`src/rtl/parity_block_packer_if.sv`:
```
// Word-in / block-out handshake bundle for the parity block packer.
// The master side feeds words and consumes blocks; the slave side is the packer.
interface parity_block_packer_if #(
    parameter int WORD_WIDTH = 64,
    parameter int DATA_WIDTH = 1024
);
    logic                  in_valid;
    logic                  in_ready;
    logic [WORD_WIDTH-1:0] in_data;
    logic                  in_last;
    logic                  out_valid;
    logic                  out_ready;
    logic [DATA_WIDTH-1:0] out_data;
    logic [4:0]            out_words;
    logic                  out_padded;
    logic [15:0]           blk_count;

    modport master (
        output in_valid, in_data, in_last, out_ready,
        input  in_ready, out_valid, out_data, out_words, out_padded, blk_count
    );

    modport slave (
        input  in_valid, in_data, in_last, out_ready,
        output in_ready, out_valid, out_data, out_words, out_padded, blk_count
    );
endinterface

```
`src/rtl/parity_block_packer.sv`:
```
// Packs 64-bit words into 16-word blocks for the 1024-bit parity stage.
// Short frames close early on in_last; unused slots stay zero (parity-neutral).
module parity_block_packer #(
    parameter int WORD_WIDTH      = 64,
    parameter int WORDS_PER_BLOCK = 16,
    parameter int DATA_WIDTH      = 1024
) (
    input  logic                  clk,
    input  logic                  rst_n,
    parity_block_packer_if.slave  bus
);
    localparam int PTR_W = $clog2(WORDS_PER_BLOCK);

    typedef enum logic {FILL = 1'b0, HOLD = 1'b1} state_t;

    state_t                state_q, state_d;
    logic [PTR_W-1:0]      ptr_q, ptr_d;
    logic [DATA_WIDTH-1:0] fill_q, fill_d;
    logic [4:0]            words_q, words_d;
    logic                  padded_q, padded_d;
    logic [15:0]           blk_q, blk_d;
    logic                  in_ready;
    logic                  accept;
    logic                  xfer;
    logic                  last_slot;

    assign in_ready  = (state_q == FILL) || bus.out_ready;
    assign accept    = bus.in_valid && in_ready;
    assign xfer      = (state_q == HOLD) && bus.out_ready;
    assign last_slot = (ptr_q == PTR_W'(WORDS_PER_BLOCK - 1));

    always_comb begin
        state_d  = state_q;
        ptr_d    = ptr_q;
        fill_d   = fill_q;
        words_d  = words_q;
        padded_d = padded_q;
        blk_d    = blk_q;
        case (state_q)
            FILL: begin
                if (accept) begin
                    for (int s = 0; s < WORDS_PER_BLOCK; s++) begin
                        if (ptr_q == PTR_W'(s)) begin
                            fill_d[s*WORD_WIDTH +: WORD_WIDTH] = bus.in_data;
                        end
                    end
                    if (last_slot || bus.in_last) begin
                        state_d  = HOLD;
                        ptr_d    = '0;
                        words_d  = 5'(ptr_q) + 5'd1;
                        padded_d = !last_slot;
                    end else begin
                        ptr_d = ptr_q + PTR_W'(1);
                    end
                end
            end
            HOLD: begin
                if (xfer) begin
                    // The leaving block frees the register; a word arriving in the
                    // same cycle lands in slot 0 of a cleared block.
                    blk_d    = blk_q + 16'd1;
                    fill_d   = '0;
                    ptr_d    = '0;
                    words_d  = 5'd0;
                    padded_d = 1'b0;
                    state_d  = FILL;
                    if (accept) begin
                        fill_d[WORD_WIDTH-1:0] = bus.in_data;
                        if (bus.in_last) begin
                            state_d  = HOLD;
                            words_d  = 5'd1;
                            padded_d = 1'b1;
                        end else begin
                            ptr_d = PTR_W'(1);
                        end
                    end
                end
            end
            default: state_d = FILL;
        endcase
    end

    always_ff @(posedge clk or negedge rst_n) begin
        if (!rst_n) begin
            state_q  <= FILL;
            ptr_q    <= '0;
            fill_q   <= '0;
            words_q  <= 5'd0;
            padded_q <= 1'b0;
            blk_q    <= 16'd0;
        end else begin
            state_q  <= state_d;
            ptr_q    <= ptr_d;
            fill_q   <= fill_d;
            words_q  <= words_d;
            padded_q <= padded_d;
            blk_q    <= blk_d;
        end
    end

    assign bus.in_ready   = in_ready;
    assign bus.out_valid  = (state_q == HOLD);
    assign bus.out_data   = fill_q;
    assign bus.out_words  = words_q;
    assign bus.out_padded = padded_q;
    assign bus.blk_count  = blk_q;
endmodule
```
`src/flat_wrapper.sv`:
```
// flat-port wrapper written by rule: the top's interface ports become plain ports
module parity_block_packer_flat 
#(
    parameter int WORD_WIDTH      = 64,
    parameter int WORDS_PER_BLOCK = 16,
    parameter int DATA_WIDTH      = 1024
)
  (clk, rst_n, bus_in_valid, bus_in_data, bus_in_last, bus_out_ready, bus_in_ready, bus_out_valid, bus_out_data, bus_out_words, bus_out_padded, bus_blk_count);
  parity_block_packer_if #(.WORD_WIDTH(WORD_WIDTH), .DATA_WIDTH(DATA_WIDTH)) bus_i ();
  input  logic clk;
  input  logic rst_n;
  input wire logic [$bits(bus_i.in_valid)-1:0] bus_in_valid;
  input wire logic [$bits(bus_i.in_data)-1:0] bus_in_data;
  input wire logic [$bits(bus_i.in_last)-1:0] bus_in_last;
  input wire logic [$bits(bus_i.out_ready)-1:0] bus_out_ready;
  output wire logic [$bits(bus_i.in_ready)-1:0] bus_in_ready;
  output wire logic [$bits(bus_i.out_valid)-1:0] bus_out_valid;
  output wire logic [$bits(bus_i.out_data)-1:0] bus_out_data;
  output wire logic [$bits(bus_i.out_words)-1:0] bus_out_words;
  output wire logic [$bits(bus_i.out_padded)-1:0] bus_out_padded;
  output wire logic [$bits(bus_i.blk_count)-1:0] bus_blk_count;
  assign bus_i.in_valid = bus_in_valid;
  assign bus_i.in_data = bus_in_data;
  assign bus_i.in_last = bus_in_last;
  assign bus_i.out_ready = bus_out_ready;
  assign bus_in_ready = bus_i.in_ready;
  assign bus_out_valid = bus_i.out_valid;
  assign bus_out_data = bus_i.out_data;
  assign bus_out_words = bus_i.out_words;
  assign bus_out_padded = bus_i.out_padded;
  assign bus_blk_count = bus_i.blk_count;
  parity_block_packer #(.WORD_WIDTH(WORD_WIDTH), .WORDS_PER_BLOCK(WORDS_PER_BLOCK), .DATA_WIDTH(DATA_WIDTH)) u_core (.clk(clk), .rst_n(rst_n), .bus(bus_i));
endmodule
```
`config.mk`:
```
export PLATFORM = sky130hd
export DESIGN_NAME = parity_block_packer_flat
export DESIGN_NICKNAME = d
export VERILOG_FILES = /design/src/rtl/parity_block_packer_if.sv /design/src/rtl/parity_block_packer.sv /design/src/flat_wrapper.sv
export SDC_FILE = /design/constraint.sdc
export NUM_CORES = 1
export LEC_CHECK = 0
export ABC_AREA = 0
export CAP_MARGIN = 20
export CORE_AREA = 2 2 441 443
export CTS_CLUSTER_DIAMETER = 100
export DETAILED_ROUTE_END_ITERATION = 8
export DIE_AREA = 0 0 443 445
export SLEW_MARGIN = 20
export SYNTH_ARGS = -nofsm -noshare
export SYNTH_HDL_FRONTEND = slang
export SYNTH_SLANG_ARGS = --single-unit
```
`constraint.sdc`:
```
create_clock -name clk -period 4.7 [get_ports clk]
set_input_delay 1.175 -clock clk [delete_from_list [all_inputs] [get_ports clk]]
set_output_delay 1.175 -clock clk [all_outputs]
set_load 0.01 [all_outputs]
```
-- Word-level counts from Yosys, hierarchy flattened
Index checks and enable logic that the tools add are counted.
- flip-flop bits (word level): 1051
- word-level logic and storage cells: 126
- bitwise logic cells: 1
- add/subtract/negate cells: 3
- muxes and demuxes: 42
- eq/ne operators: 34
- reduce and logical (&&, ||, !) cells: 25
- operators with widths (cell ; number):
    $mux 1024 ; 2
    $pmux 1024 s2 ; 1
    $mux 64 ; 17
    $reduce_and 3->1 ; 17
    $ne 2x2->1 const B ; 17
    $eq 4x4->1 const B ; 8
    $mux 5 ; 4
    $add 16x1->16 const B ; 1
    $eq 4x3->1 const B ; 4
    $mux 4 ; 4
    $mux 1 ; 10
    $pmux 5 s2 ; 1
    $eq 4x2->1 const B ; 2
    $pmux 4 s2 ; 1
    $add 4x1->5 const B ; 1
    $add 4x1->4 const B ; 1
    $eq 4x1->1 const B ; 1
    $logic_not 4->1 ; 1
    $ne 2x1->1 const B ; 2
    $pmux 1 s2 ; 2
    $reduce_and 2->1 ; 2
    $logic_and 1x1->1 ; 2
    $logic_or 1x1->1 ; 2
    $logic_not 1->1 ; 1
    $not 1->1 ; 1

-- Logic depth before layout (Yosys ltp)
Gate-level depths: netlist (run 1).
- depth in word-level cells: 6
- mapped depth: 9

-- Least setup slack after synthesis (run 1)
OpenSTA, ideal clock, no wires.
- path kind: in2out
- from: in bus_out_ready
- to: out bus_in_ready
- required time: 3.525 ns
- stages: 2
- setup slack: 2.014 ns
- arrival: 1.511 ns
- cell sequence: buf_2 -> nand2b_1
- cells in the longest elaborated chain, start to end: 1
- RTL lines (item ; RTL line ; text):
    from (decl) ; flat_wrapper.sv:15 ; input wire logic [$bits(bus_i.out_ready)-1:0] bus_out_ready;
    $logic_or 1x1->1 ; parity_block_packer.sv:27 ; assign in_ready = (state_q == FILL) || bus.out_ready;
    to (decl) ; flat_wrapper.sv:16 ; output wire logic [$bits(bus_i.in_ready)-1:0] bus_in_ready;
Every way passes these cells.

-- Worst setup path after layout (run 1)
Ends and elaborated chain as after synthesis.

==> results.py, run 1 <==
metrics = {
    "grt": {
        "grt_pass1_wl_um": 249000,
        "globalRouteMet3Util": 0.0435,
        "antenna_found_initial": 13,
        "grt_max_degree": 141,
        "grt_use_met1": 0.200,
        "grt_pass1_vias": 31906,
        "grt-ovfl-total": 0,
        "top_usage_layer": "met2",
        "track_usage": 0.176,
        "grt_util_met2": 0.313,
    },
    "sta": {
        "setup_viol": 0,
        "period_needed_ns": 3.83,
        "tns_ns": 0,
        "worstMarginPinSlew_ns": 1.13,
        "hold_viol_final": 0,
        "rsz0062_at_grt": "no",
        "finalMaxSlewViolations": 0,
        "finalWorstSetupSlack_ns": 0.874,
        "timing.fmax_ghz": 0.261,
        "max_slew_margin": 0.244,
        "finalHoldWorstSlack_ns": 0.435,
        "fin_crit_sh": 0.814,
        "clock_skew_ns": 0.0316,
    },
    "die": {
        "io_pins": 1117,
        "core_mm2": 0.192,
        "die_y_um": 445,
        "die-area_mm2": 0.197,
        "start_util": 0.205,
        "row_count": 161,
        "fp.dieW_um": 443,
    },
    "route": {
        "drt_iter0_drc": 2555,
        "wirelength_um": 180000,
        "drc_errors": 0,
        "via_count": 32644,
        "wl_per_cell_um": 24.9,
        "first_pass_iters": 7,
        "final_antenna_net_count": 0,
        "viasPerCell": 4.51,
    },
    "clock_network": {
        "post_cts_resized": 0,
        "cts_tree": "done",
        "clock_latency_ns": 0.76,
        "cts_buffer_depth": 3,
        "h-tree-depth": 3,
        "root_buffer": "clkbuf_16",
        "cts.clk_slew.worst_paths_ns": 0.06,
        "cts.hold.buffers_added": 0,
        "clkSinkCount": 1051,
        "cts_buffers": 114,
        "cts_setup_buffers": 0,
    },
    "synthesis": {
        "synth_cell_types": 43,
        "yosys_warnings": 0,
        "synthesis.area_mm2": 0.0394,
        "syn_inst": 3598,
        "ys_seq_elements": 1051,
        "ys_seq_area_frac": 0.668,
        "postSynthAreaPerCell_um2": 10.9,
        "syn_nets": 3672,
    },
    "placement": {
        "dp_slack_ns": 0.884,
        "dp_hpwl_um": 127000,
        "io_buffers": 1116,
        "place.gp.congestion": 0.878,
    },
    "hold_path": {
        "min_path_type": "in2async",
    },
    "power_and_ir_drop": {
        "swShare": 0.279,
        "finalPower_mw": 23.3,
        "p_comb_frac": 0.164,
        "cell_internal_pwr_mw": 16.8,
        "peakVddDrop_v": 0.000314,
        "seqPwrFrac": 0.436,
        "power_density_mw_per_mm2": 404,
        "p_clk_frac": 0.400,
        "switching_power_mw": 6.51,
        "p_leak_nw": 24.3,
    },
    "job": {
        "maxCapViolations": 0,
    },
    "setup_path": {
        "worstPathRequired_ns": 3.52,
        "worstPathArrival_ns": 2.65,
        "path_max_fanout": 8,
        "endpoint_kind": "output port",
        "cp-start-kind": "input pin",
        "crit_type": "in2out",
    },
    "finish": {
        "final_util": 0.301,
        "layout_common_cells": "1115 x clkdlybuf4s50_1, 1050 x dfrtp_1, 767 x o21ai_0, 717 x nand3_1, 209 x nand2_1",
        "post_route_cells_drive_above_1_share": 0.0794,
        "num-nets-final": 4682,
        "area_delta_synth_final_pct": 46.9,
        "mostFrequentLayoutCell": "clkdlybuf4s50_1",
    },
    "status": {
        "status": "completed",
    },
}
Yosys cell counts, drive strengths merged:
cell type | instances | area share
a211oi | 3 | 0.00057
a21o | 1 | 0.00019
a21oi | 4 | 0.00060
a22o | 64 | 0.014
a31oi | 6 | 0.0011
and2 | 2 | 0.00032
and2b | 1 | 0.00019
and3 | 2 | 0.00032
buf | 219 | 0.028
clkbuf | 156 | 0.015
dfrtp | 1051 | 0.67
ha | 5 | 0.0016
inv | 69 | 0.0066
mux2i | 64 | 0.016
nand2 | 211 | 0.020
nand2b | 66 | 0.010
nand3 | 721 | 0.092
nand3b | 1 | 0.00019
nand4 | 12 | 0.0019
nor2 | 7 | 0.00092
nor2b | 4 | 0.00076
nor3 | 1 | 0.00025
nor4 | 1 | 0.00016
nor4b | 1 | 0.00022
o21ai | 902 | 0.11
o221ai | 1 | 0.00022
o22ai | 2 | 0.00032
o31ai | 1 | 0.00019
or2 | 1 | 0.00016
or3b | 2 | 0.00045
xnor2 | 15 | 0.0033
xor2 | 2 | 0.00045
sequential cells by signal (all words and copies together) (netlist names):
name and count:
u_core.bus.out_data 1024, u_core.bus.blk_count 16, u_core.bus.out_words 5, u_core.ptr_q 4, u_core.bus.out_padded 1, u_core.bus.out_valid 1
stage by stage:
stage / area (um^2) / std cells
after CTS: 57800 / 7226
final: 57800 / 7237
after global placement: 53800 / 7018
after global routing: 57800 / 7226
after detailed placement: 53800 / 7018
after floorplan: 39400 / 3598
worst max-delay path: stages:
cell and delay (ns):
clkdlybuf4s50_1 0.72, nand2b_1 0.19, clkdlybuf4s50_1 0.56
power groups by stage:
stage / clock network (mW) / registers, mW / logic [mW]
4_1_cts: 9.53 / 10.2 / 3.88
3_3_place_gp: 0 / 10.3 / 3.84
6_report: 9.33 / 10.2 / 3.82
5_1_grt: 9.90 / 10.2 / 4.04
2_1_floorplan: 0 / 10.5 / 0.955
3_5_place_dp: 0 / 10.3 / 3.87
final cells by class:
| cell class | instances | area [um^2] |
|---|---|---|
| well taps | 2526 | 3160 |
| flip-flops and latches | 1051 | 26300 |
| inverters | 69 | 259 |
| clock inverters | 32 | 459 |
| diodes | 11 | 27.5 |
| clock buffers | 176 | 3460 |
| multi-input cells | 2103 | 11300 |
| fillers | 19773 | 134000 |
| repair buffers | 1269 | 12800 |
metal layers:
| layer | up-vias | routed length (um) | part of all wire |
|---|---|---|---|
| li1 | 14510 | - | - |
| met1 | 16539 | 67100 | 0.37 |
| met2 | 1291 | 92600 | 0.51 |
| met3 | 304 | 13000 | 0.072 |
| met4 | 0 | 7210 | 0.040 |
| met5 | - | 0 | 0 |
worst paths after layout:
check	startpoint	endpoint	slack, ns	cells past startpoint
worst max-delay path	bus_out_ready	bus_in_ready	0.87	3
worst min-delay path	rst_n	u_core.bus.out_data[437]	0.43	1
worst max register to register	u_core.ptr_q[0]	u_core.bus.out_data[1012]	1.91	6
worst min register to register	u_core.bus.blk_count[15]	u_core.bus.blk_count[15]	0.48	1
max in group asynchronous	rst_n	u_core.bus.out_data[260]	2.91	3
min in group clk	u_core.bus.blk_count[15]	u_core.bus.blk_count[15]	0.48	1
logic make-up after synthesis:
kind of cell	Yosys count	share of synthesized area
buffers and inverters	444	0.0496
muxes	64	0.0163
xor gates and xnor gates	17	0.00378
adders and majority gates	5	0.00159
and+or+nand+nor	1033	0.128
DFF	1051	0.668
AOI/OAI and AO/OA	984	0.132
Note: power is estimated with default switching activity, not from simulation.
==> run 2, diff against run 1 <==
--- a/config.mk
+++ b/config.mk
@@ -7,10 +7,10 @@
 export LEC_CHECK = 0
 export ABC_AREA = 0
 export CAP_MARGIN = 20
-export CORE_AREA = 2 2 441 443
+export CORE_AREA = 2 2 435 437
 export CTS_CLUSTER_DIAMETER = 100
 export DETAILED_ROUTE_END_ITERATION = 8
-export DIE_AREA = 0 0 443 445
+export DIE_AREA = 0 0 437 439
 export SLEW_MARGIN = 20
 export SYNTH_ARGS = -nofsm -noshare
 export SYNTH_HDL_FRONTEND = slang
==> constraint.sdc (replaced) <==
create_clock -name clk -period 3.5 [get_ports clk]
set_input_delay 0.875 -clock clk [delete_from_list [all_inputs] [get_ports clk]]
set_output_delay 0.875 -clock clk [all_outputs]
set_load 0.01 [all_outputs]
==> run 2 against run 1 <==
  * Die area decreased by 2.7%
  * Hold slack improved by 0.041 ns
  * Critical endpoint unchanged
  * Via count decreased by 0.67%
  * Count of clock-buffer cells in the layout decreased by 16
  * Utilization increased by 0.67 points
==> results.py, run 2 (synthesis gave the netlist of run 1 again) <==
metrics = {
    "status": {
        "status": "completed",
    },
    "grt": {
        "grt_pass1_wl_um": 248000,
        "grt_max_degree": 178,
        "grt_pass1_vias": 31605,
        "antenna_found_initial": 14,
        "track_usage": 0.181,
        "grt-ovfl-total": 0,
    },
    "power_and_ir_drop": {
        "power_density_mw_per_mm2": 534,
        "finalPower_mw": 30.7,
        "p_leak_nw": 24.2,
        "peakVddDrop_v": 0.000406,
    },
    "route": {
        "drc_errors": 0,
        "first_pass_iters": 5,
        "drt_iter0_drc": 2336,
        "viasPerCell": 4.50,
        "wirelength_um": 180000,
        "wl_per_cell_um": 24.9,
        "final_antenna_net_count": 0,
        "via_count": 32424,
    },
    "die": {
        "io_pins": 1117,
        "die_y_um": 439,
        "start_util": 0.210,
        "row_count": 159,
        "core_mm2": 0.187,
        "die-area_mm2": 0.192,
        "fp.dieW_um": 437,
    },
    "clock_network": {
        "cts_buffers": 113,
        "post_cts_resized": 0,
        "cts_tree": "done",
        "cts.clk_slew.worst_paths_ns": 0.06,
        "root_buffer": "clkbuf_16",
        "cts_buffer_depth": 3,
        "clkSinkCount": 1051,
        "clock_latency_ns": 0.75,
        "cts_setup_buffers": 0,
        "h-tree-depth": 3,
    },
    "finish": {
        "fin_cells": 7207,
        "layout_common_cells": "1115 x clkdlybuf4s50_1, 1050 x dfrtp_1, 767 x o21ai_0, 717 x nand3_1, 209 x nand2_1",
        "num-nets-final": 4692,
        "stdcell_area_mm2": 0.0575,
        "area_delta_synth_final_pct": 46.2,
        "nFillCells": 19187,
        "final_util": 0.308,
        "largest_reg_flops": 1024,
        "mostFrequentLayoutCell": "clkdlybuf4s50_1",
        "post_route_cells_drive_above_1_share": 0.0794,
    },
    "job": {
        "maxCapViolations": 0,
    },
    "sta": {
        "tns_ns": 0,
        "period_needed_ns": 3.07,
        "setup_viol": 0,
        "hold_viol_final": 0,
        "finalMaxSlewViolations": 0,
        "max_slew_margin": 0.202,
        "rsz0062_at_grt": "no",
        "worstMarginPinSlew_ns": 1.20,
        "fin_crit_sh": 0.878,
        "finalWorstSetupSlack_ns": 0.426,
        "timing.fmax_ghz": 0.325,
        "clock_skew_ns": 0.0490,
        "finalHoldWorstSlack_ns": 0.476,
    },
    "placement": {
        "placedCellCount": 6997,
        "place.gp.congestion": 0.839,
        "dp_slack_ns": 0.197,
        "dp_hpwl_um": 126000,
        "placed_cell_area_mm2": 0.0538,
        "io_buffers": 1116,
    },
    "setup_path": {
        "reg2reg_to": "u_core.bus.out_data[521]",
        "cp-start-kind": "flop",
        "endpoint_kind": "output port",
        "reg2reg_depth": 4,
        "timing.rr.start": "u_core.bus.out_valid",
        "worstPathRequired_ns": 2.62,
        "path_max_fanout": 20,
        "worstPathArrival_ns": 2.20,
        "crit_path_start": "u_core.bus.out_valid",
        "cp-endpoint": "bus_in_ready",
        "rrSetupSlack_ns": 0.76,
        "crit_type": "reg2out",
    },
    "hold_path": {
        "min_path_type": "reg2reg",
    },
}
==> run 2: metal layers <==
| layer | GRT usage | wire, um | share of wire | vias up |
|---|---|---|---|---|
| li1 | - | - | - | 14525 |
| met1 | 0.204 | 67100 | 0.37 | 16422 |
| met4 | 0.0699 | 6830 | 0.038 | 0 |
| met3 | 0.0414 | 11200 | 0.063 | 291 |
| met2 | 0.327 | 94500 | 0.53 | 1186 |
| met5 | 0 | 0 | 0 | - |
==> run 2: how the worst min path moves through the flow <==
stage                                        start                  endpoint  slack (ns)  cells after the start
after CTS                  u_core.bus.out_data[78]   u_core.bus.out_data[78]        0.48                      2
after detailed placement  u_core.bus.blk_count[15]  u_core.bus.blk_count[15]        0.47                      1
final                     u_core.bus.out_data[188]  u_core.bus.out_data[188]        0.48                      2
after floorplan           u_core.bus.blk_count[15]  u_core.bus.blk_count[15]        0.51                      1
after global placement     u_core.bus.out_data[79]   u_core.bus.out_data[79]        0.46                      2
after global routing      u_core.bus.out_data[104]  u_core.bus.out_data[104]        0.50                      2
==> run 2: power by group <==
group / switching, mW / total, mW / internal (mW)
logic: 2.95 / 5.18 / 2.23
registers: 0.565 / 13.6 / 13.0
clock network: 5.15 / 12.0 / 6.81
==> run 2: critical path, stage by stage, from the launching register on <==
cell and delay (ns):
dfrtp_2 0.70, nand2b_1 0.25, clkdlybuf4s50_1 0.54
==> run 2: final cells by class <==
cell class / instances / area, um^2 / share of cell area
Tap cell: 2495 / 3120 / 0.0542
Sequential cell: 1051 / 26300 / 0.457
Clock inverter: 35 / 422 / 0.00733
Antenna cell: 14 / 35.0 / 0.000609
Multi-Input combinational cell: 2103 / 11300 / 0.196
Clock buffer: 160 / 3240 / 0.0564
Inverter: 69 / 259 / 0.00450
Timing Repair Buffer: 1280 / 12900 / 0.224
==> run 2: repair_timing <==
action                                  in CTS  in global routing
hold endpoints to repair                     2                  0
hold buffers                                 1                  0
endpoints found under the setup margin       0                  0
==> run 3, diff against run 2 <==
--- a/config.mk
+++ b/config.mk
@@ -11,6 +11,7 @@
 export CTS_CLUSTER_DIAMETER = 100
 export DETAILED_ROUTE_END_ITERATION = 8
 export DIE_AREA = 0 0 437 439
+export SETUP_SLACK_MARGIN = 0.2
 export SLEW_MARGIN = 20
 export SYNTH_ARGS = -nofsm -noshare
 export SYNTH_HDL_FRONTEND = slang
==> results of run 3 <==
No change in the layout: final DEF, timing and power equal those of run 2.
